File: config.mk
export PLATFORM = sky130hd
export DESIGN_NAME = nibble_serializer
export DESIGN_NICKNAME = d
export VERILOG_FILES = /design/src/rtl/nibble_serializer_pkg.sv /design/src/rtl/nibble_serializer.sv
export SDC_FILE = /design/constraint.sdc
export NUM_CORES = 1
export LEC_CHECK = 0
export CAP_MARGIN = 10
export CORE_MARGIN = 2
export CORE_UTILIZATION = 43
export DETAILED_ROUTE_END_ITERATION = 16
export PLACE_DENSITY = 0.76
export SYNTH_ARGS = -nofsm -noshare
export SYNTH_HDL_FRONTEND = slang
export SYNTH_SLANG_ARGS = --single-unit
File: constraint.sdc
create_clock -name CLK -period 1.1 [get_ports CLK]
set_input_delay 0.22 -clock CLK [delete_from_list [all_inputs] [get_ports CLK]]
set_output_delay 0.22 -clock CLK [all_outputs]
set_load 0.02 [all_outputs]
File: src/rtl/nibble_serializer_pkg.sv
// Shared constants for the nibble serializer: nibble width, bit-counter width
// and the 2-bit FSM state encoding.
package nibble_serializer_pkg;

  localparam int unsigned NIBBLE_W = 4;
  localparam int unsigned CNT_W    = 2;

  typedef enum logic [1:0] {
    ST_IDLE  = 2'd0,
    ST_SHIFT = 2'd1,
    ST_GAP   = 2'd2
  } state_e;

endpackage

File: src/rtl/nibble_serializer.sv
// MSB-first nibble serializer with a 1-entry holding register, optional idle
// gap between frames, and a strobe/parity pulse once the far-end SIPO is full.
module nibble_serializer
  import nibble_serializer_pkg::*;
#(
  parameter int unsigned GAP = 0
) (
  input  logic                CLK,
  input  logic                RST,
  input  logic [NIBBLE_W-1:0] data_in,
  input  logic                valid_in,
  output logic                ready_out,
  output logic                sdo,
  output logic                word_strobe,
  output logic                parity_out,
  output logic                busy
);

  localparam logic [CNT_W-1:0] LAST_BIT = CNT_W'(NIBBLE_W - 1);
  localparam logic [3:0]       GAP_LAST = (GAP == 0) ? 4'd0 : 4'(GAP - 1);

  state_e              state_q, state_d;
  logic [CNT_W-1:0]    cnt_q, cnt_d;
  logic [3:0]          gap_q, gap_d;
  logic [NIBBLE_W-1:0] shift_q, shift_d;
  logic [NIBBLE_W-1:0] hold_q, hold_d;
  logic                hold_full_q, hold_full_d;
  logic                ready_q, ready_d;
  logic                sdo_q, sdo_d;
  logic                strobe_q, strobe_d;
  logic                parity_q, parity_d;
  logic                nib_par_q, nib_par_d;
  logic                load_nibble;

  always_ff @(posedge CLK or negedge RST) begin
    if (!RST) begin
      state_q     <= ST_IDLE;
      cnt_q       <= '0;
      gap_q       <= '0;
      shift_q     <= '0;
      hold_q      <= '0;
      hold_full_q <= 1'b0;
      ready_q     <= 1'b0;
      sdo_q       <= 1'b0;
      strobe_q    <= 1'b0;
      parity_q    <= 1'b0;
      nib_par_q   <= 1'b0;
    end else begin
      state_q     <= state_d;
      cnt_q       <= cnt_d;
      gap_q       <= gap_d;
      shift_q     <= shift_d;
      hold_q      <= hold_d;
      hold_full_q <= hold_full_d;
      ready_q     <= ready_d;
      sdo_q       <= sdo_d;
      strobe_q    <= strobe_d;
      parity_q    <= parity_d;
      nib_par_q   <= nib_par_d;
    end
  end

  always_comb begin
    state_d     = state_q;
    cnt_d       = cnt_q;
    gap_d       = gap_q;
    shift_d     = shift_q;
    hold_d      = hold_q;
    hold_full_d = hold_full_q;
    nib_par_d   = nib_par_q;
    sdo_d       = 1'b0;
    strobe_d    = 1'b0;
    parity_d    = 1'b0;
    load_nibble = 1'b0;

    unique case (state_q)
      ST_IDLE: load_nibble = hold_full_q;
      ST_SHIFT: begin
        if (cnt_q != LAST_BIT) begin
          sdo_d   = shift_q[NIBBLE_W-1];
          shift_d = {shift_q[NIBBLE_W-2:0], 1'b0};
          cnt_d   = cnt_q + 2'd1;
        end else begin
          // Bit 0 is on the wire this cycle; the far end captures it at this edge.
          strobe_d = 1'b1;
          parity_d = nib_par_q;
          if (GAP != 0) begin
            state_d = ST_GAP;
            gap_d   = '0;
          end else begin
            state_d     = ST_IDLE;
            load_nibble = hold_full_q;
          end
        end
      end
      ST_GAP: begin
        if (gap_q == GAP_LAST) begin
          state_d     = ST_IDLE;
          load_nibble = hold_full_q;
        end else begin
          gap_d = gap_q + 4'd1;
        end
      end
      default: state_d = ST_IDLE;
    endcase

    // Moving the held nibble into the shifter puts its MSB on sdo immediately.
    if (load_nibble) begin
      state_d     = ST_SHIFT;
      cnt_d       = '0;
      sdo_d       = hold_q[NIBBLE_W-1];
      shift_d     = {hold_q[NIBBLE_W-2:0], 1'b0};
      nib_par_d   = ^hold_q;
      hold_full_d = 1'b0;
    end

    if (valid_in && ready_q) begin
      hold_d      = data_in;
      hold_full_d = 1'b1;
    end

    ready_d = !hold_full_d;
  end

  assign ready_out   = ready_q;
  assign sdo         = sdo_q;
  assign word_strobe = strobe_q;
  assign parity_out  = parity_q;
  assign busy        = (state_q != ST_IDLE);

endmodule
==> Word-level counts from Yosys, hierarchy flattened <==
Index checks and enable logic that the tools add are counted.
{ "op_classes": {"n_addsub": 2, "n_eq_ne": 6, "n_mux": 22, "bitwise": 1, "reduce_logical": 11} }
{ "ops": {"columns": ["op", "count"], "rows": [
  ["$mux W2", 6],
  ["$mux W4", 3],
  ["$mux W1", 11],
  ["$ne A3 B3 Y1 const B", 2],
  ["$pmux W2 S3", 1],
  ["$reduce_bool A2 Y1", 3],
  ["$add A4 B1 Y4 const B", 1],
  ["$logic_not A4 Y1", 1],
  ["$ne A2 B2 Y1 const B", 2],
  ["$reduce_and A2 Y1", 2],
  ["$reduce_xor A4 Y1", 1],
  ["$pmux W1 S3", 1],
  ["$reduce_and A3 Y1", 1],
  ["$add A2 B1 Y2 const B", 1],
  ["$eq A2 B1 Y1 const B", 1],
  ["$eq A2 B2 Y1 const B", 1],
  ["$logic_not A2 Y1", 1],
  ["$logic_and A1 B1 Y1", 1],
  ["$logic_not A1 Y1", 1],
  ["$not A1 Y1", 1]
]} }
{ "word_totals": {"regBits": 22, "input_bits": 7, "wordCells": 53} }

==> Logic depth before layout (Yosys ltp) <==
{ "depth": {"depth_word": 6, "ltp_mapped": 5, "ltp_nobuf": 4} }

==> Worst setup path after synthesis <==
No wires, ideal clock.
{ "synth_timing": {"kind": "register to register", "from": "register cnt_q[0]", "to": "register cnt_q[0]", "arrival_time_ns": 1.052, "required_ns": 0.975, "setup_slack_ns": -0.076, "stages_incl_launch_ff": 5, "n_path_buf": 0, "path_cell_list": "dfrtp_1 ha_1 nor2b_2 nor2_1 mux2_2"} }
{ "synth_via": {"elab_chain_cells": 5} }
{ "synth_lines": {"columns": ["item", "line_no", "text"], "rows": [
  ["from (decl)", "nibble_serializer.sv:23", "logic [CNT_W-1:0] cnt_q, cnt_d;"],
  ["from (signal assigned)", "nibble_serializer.sv:50", "cnt_q <= cnt_d;"],
  ["$ne A2 B2 Y1", "nibble_serializer.sv:79", "if (cnt_q != LAST_BIT) begin"],
  ["$mux W1", "nibble_serializer.sv:79", null],
  ["$pmux W1 S3", "nibble_serializer.sv:76", "unique case (state_q)"],
  ["$reduce_bool A2 Y1 (no line)", null, null],
  ["$reduce_and A2 Y1 (no line)", null, null]
]} }
Several ways; a longest one is shown, not always the timed one. The select of a mux whose other input is x is not followed.
A chain may end at the register's enable or synchronous reset.

==> Final worst setup path <==
Ends and elaborated chain as after synthesis.

==> Flow_metrics.wiki <==
{| class="wikitable"
! Metric !! Value
|-
| Layout Skew || 2.93 ps
|-
| Number of different library cells in the post-synthesis netlist || 14
|-
| Share of cells above drive strength 1 || 38.2%
|-
| Internal Pwr Total || 0.00166 W
|-
| Number of core rows || 14
|-
| IR Drop Worst-Case VDD || 0.00150 V
|-
| Number of antenna diodes || 0
|-
| Syn_nets || 61
|-
| Htree depth || 1
|-
| Commonest cells after routing, fill and taps aside || 16 x sky130_fd_sc_hd__dfrtp_1, 10 x sky130_fd_sc_hd__buf_4, 9 x sky130_fd_sc_hd__nand2_1, 6 x sky130_fd_sc_hd__clkdlybuf4s50_1
|-
| Vias in the first global route || 412
|-
| Global route overflow || 0
|-
| Part of the total power dissipated in combinational logic || 48.3%
|-
| Die Width || 43.0 µm
|-
| Pwr per Cell Area || 2900 nW/µm²
|-
| Non-filler instance count after layout || 92
|-
| Part of the total power dissipated in sequential elements || 40.2%
|-
| Clock power frac || 11.5%
|-
| Post-detailed-route wirelength per cell || 10.5 µm
|-
| Setup crit end kind || flop
|-
| Area of the die || 1850 µm²
|-
| Placeable core region || 1470 µm²
|-
| Run status || finished with violations
|-
| Pin count of the biggest net entering global routing || 17
|-
| Total instance count after detailed placement || 86
|-
| CTS root buf || sky130_fd_sc_hd__clkbuf_4
|-
| Crit path time final || 1180 ps
|-
| Violations in the final reports || setup timing
|-
| Post-Place Worst Slack || -181 ps
|-
| Count of nets after finishing || 86
|-
| Total DRC errors in the routed layout || 0
|-
| Final GP Congestion || 0.679
|-
| Depth of the most critical reg-to-reg path || 4
|-
| Signed area change from the synthesized netlist to the final layout || 32.5%
|-
| Initial DRT Pass Iterations || 2
|-
| Clock-pin slew on the worst setup and hold paths || 90 ps
|-
| Net switching share of the total power || 34.1%
|-
| Leakage dissipation || 0.427 nW
|-
| Half-perimeter wire length of the detailed placement result || 728 µm
|-
| Crit share post-route || 107%
|-
| Cts bufs inserted || 3
|-
| Sum Neg Setup Slack || -225 ps
|-
| Effective utilization at floorplan || 44.5%
|-
| MaxCap Viol Count || 0
|-
| Worst-path fanout max || 5
|-
| Remaining antenna violation count || 0
|-
| Setup repair after global routing missed its margin || yes
|-
| Number of flip-flops and latches in the synthesized netlist || 16
|-
| HP Class || primary input to asynchronous set/reset pin
|-
| YS warnings || 0
|-
| First-pass GRT wire length || 1.71 mm
|-
| Number of buffer cells added on primary ports || 11
|-
| Sequential-to-total area share from yosys stat || 61.2%
|-
| Die boundary height || 43.0 µm
|-
| Synthesized area per cell || 12.3 µm²
|-
| Most common cell after layout, fill and taps aside || sky130_fd_sc_hd__dfrtp_1
|-
| DRC marker count from the first detailed-route iteration || 2
|-
| Post-synthesis instance area || 654 µm²
|-
| Category of the critical setup timing path || flop to flop
|-
| Max Buffers Root-to-Sink || 2
|-
| Switching component of the power || 0.000858 W
|-
| Initial antenna violation count || 0
|-
| Post-Syn Instances || 53
|-
| Required time reported for the critical path endpoint || 1270 ps
|-
| Via density || 4.78
|-
| Clock tree from TritonCTS || done
|-
| Wire length reported by the detailed router || 964 µm
|-
| Count of final max-slew check failures || 0
|-
| Number of top-level design ports || 12
|-
| Arrival time at the worst endpoint || 1340 ps
|-
| Maximum frequency from static timing analysis || 848 MHz
|-
| Slew of the pin with the lowest slew margin || 192 ps
|-
| Kind of start point of the critical path || flop
|-
| Final-report setup violation count || 6
|-
| Least setup slack across all paths after layout || -79.4 ps
|-
| Number of clock sinks || 16
|-
| Relative slew slack || 87.1%
|-
| Total via count after detailed routing || 440
|-
| All-layer global routing usage || 12.9%
|-
| Fin. Hold Viols || 0
|-
| Skew-Pair Late Insertion Delay || 270 ps
|}
## cells by family (layout without fill, tap and decap cells)
family,Yosys count,after routing,synth area share (%)
DFF,16,16,61.2
and+or+nand+nor,15,15,10.5
muxes,8,8,13.2
AOI/OAI and AO/OA,6,6,5.74
buffers and inverters,4,27,3.44
xor gates and xnor gates,3,3,4.02
adders and majority gates,1,1,1.91
## critical path, cell delays in order, from the launching register on
cell                      delay, ps
sky130_fd_sc_hd__dfrtp_1        390
sky130_fd_sc_hd__ha_2           210
sky130_fd_sc_hd__nor2b_4        160
sky130_fd_sc_hd__nor2_2          60
sky130_fd_sc_hd__mux2_4         250
## worst paths after layout
path,endpoint,slack (ps),startpoint
worst min register to register,shift_q[3],500,shift_q[2]
worst max register to register,cnt_q[0],-80,cnt_q[0]
worst min-delay path,nib_par_q,260,RST
min in group CLK,shift_q[3],500,shift_q[2]
worst max-delay path,cnt_q[0],-80,cnt_q[0]
max in group asynchronous,shift_q[2],670,RST
## power by group through the flow
| stage | sequential (W) | combinational (W) | clock, W |
|---|---|---|---|
| final | 0.00101 | 0.00121 | 0.000289 |
| after global routing | 0.00105 | 0.00136 | 0.000329 |
| after CTS | 0.00101 | 0.00123 | 0.000300 |
| after detailed placement | 0.00103 | 0.00117 | 0 |
| after global placement | 0.00102 | 0.00114 | 0 |
| after floorplan | 0.00106 | 0.000733 | 0 |
## registers in the layout, summed over array words and instances, names as in the netlist
| signal | flops |
|---|---|
| hold_full_q | 1 |
| shift_q | 3 |
| word_strobe | 1 |
| sdo | 1 |
| ready_out | 1 |
| nib_par_q | 1 |
| cnt_q | 2 |
| hold_q | 4 |
| parity_out | 1 |
| state_q | 1 |
## synth_stat cells
library cell / count / area, µm²
sky130_fd_sc_hd__ha_1: 1 / 12.5
sky130_fd_sc_hd__inv_1: 2 / 7.51
sky130_fd_sc_hd__o21ai_0: 5 / 25.0
sky130_fd_sc_hd__mux2i_1: 3 / 30.0
sky130_fd_sc_hd__and3_1: 1 / 6.26
sky130_fd_sc_hd__dfrtp_1: 16 / 400
sky130_fd_sc_hd__xnor2_1: 3 / 26.3
sky130_fd_sc_hd__nor2_1: 2 / 7.51
sky130_fd_sc_hd__mux2_2: 5 / 56.3
sky130_fd_sc_hd__nor2b_2: 1 / 8.76
sky130_fd_sc_hd__and2_1: 2 / 12.5
sky130_fd_sc_hd__buf_4: 2 / 15.0
sky130_fd_sc_hd__o31ai_2: 1 / 12.5
sky130_fd_sc_hd__nand2_1: 9 / 33.8
## what timing repair did
item / 4_1_cts / 5_1_grt
resized for setup: 24 / 0
setup buffers: 3 / 0
pin swaps: 3 / 0
endpoints found under the setup margin: 11 / 10
cloned: 0 / 0
hold buffers: 0 / 0
## metal layers
layer,wire length (µm),share of wire [%],vias to the layer above,GRT usage [%]
met4,19,2.0,0,9.09
met3,46,4.8,2,2.98
met1,470,49,207,17.4
met5,0,0,-,0
li1,-,-,220,-
met2,428,44,11,18.2
## per-stage QoR
stage	util [%]	hold slack, ps	area (µm²)	power, W
2_1_floorplan	-	-75.6	662	0.00179
3_3_place_gp	56.9	463	837	0.00215
3_5_place_dp	56.9	476	837	0.00219
4_1_cts	58.9	260	867	0.00255
5_1_grt	58.9	288	867	0.00273
6_report	58.9	255	867	0.00251
## layout make-up
| cell class | instances | area, µm² |
|---|---|---|
| Clock buffer | 3 | 22.5 |
| Fill cell | 138 | 604 |
| Inverter | 2 | 7.51 |
| Multi-Input combinational cell | 33 | 245 |
| Sequential cell | 16 | 400 |
| Tap cell | 16 | 20.0 |
| Timing Repair Buffer | 22 | 171 |
Power figures use the tool's default switching activity.
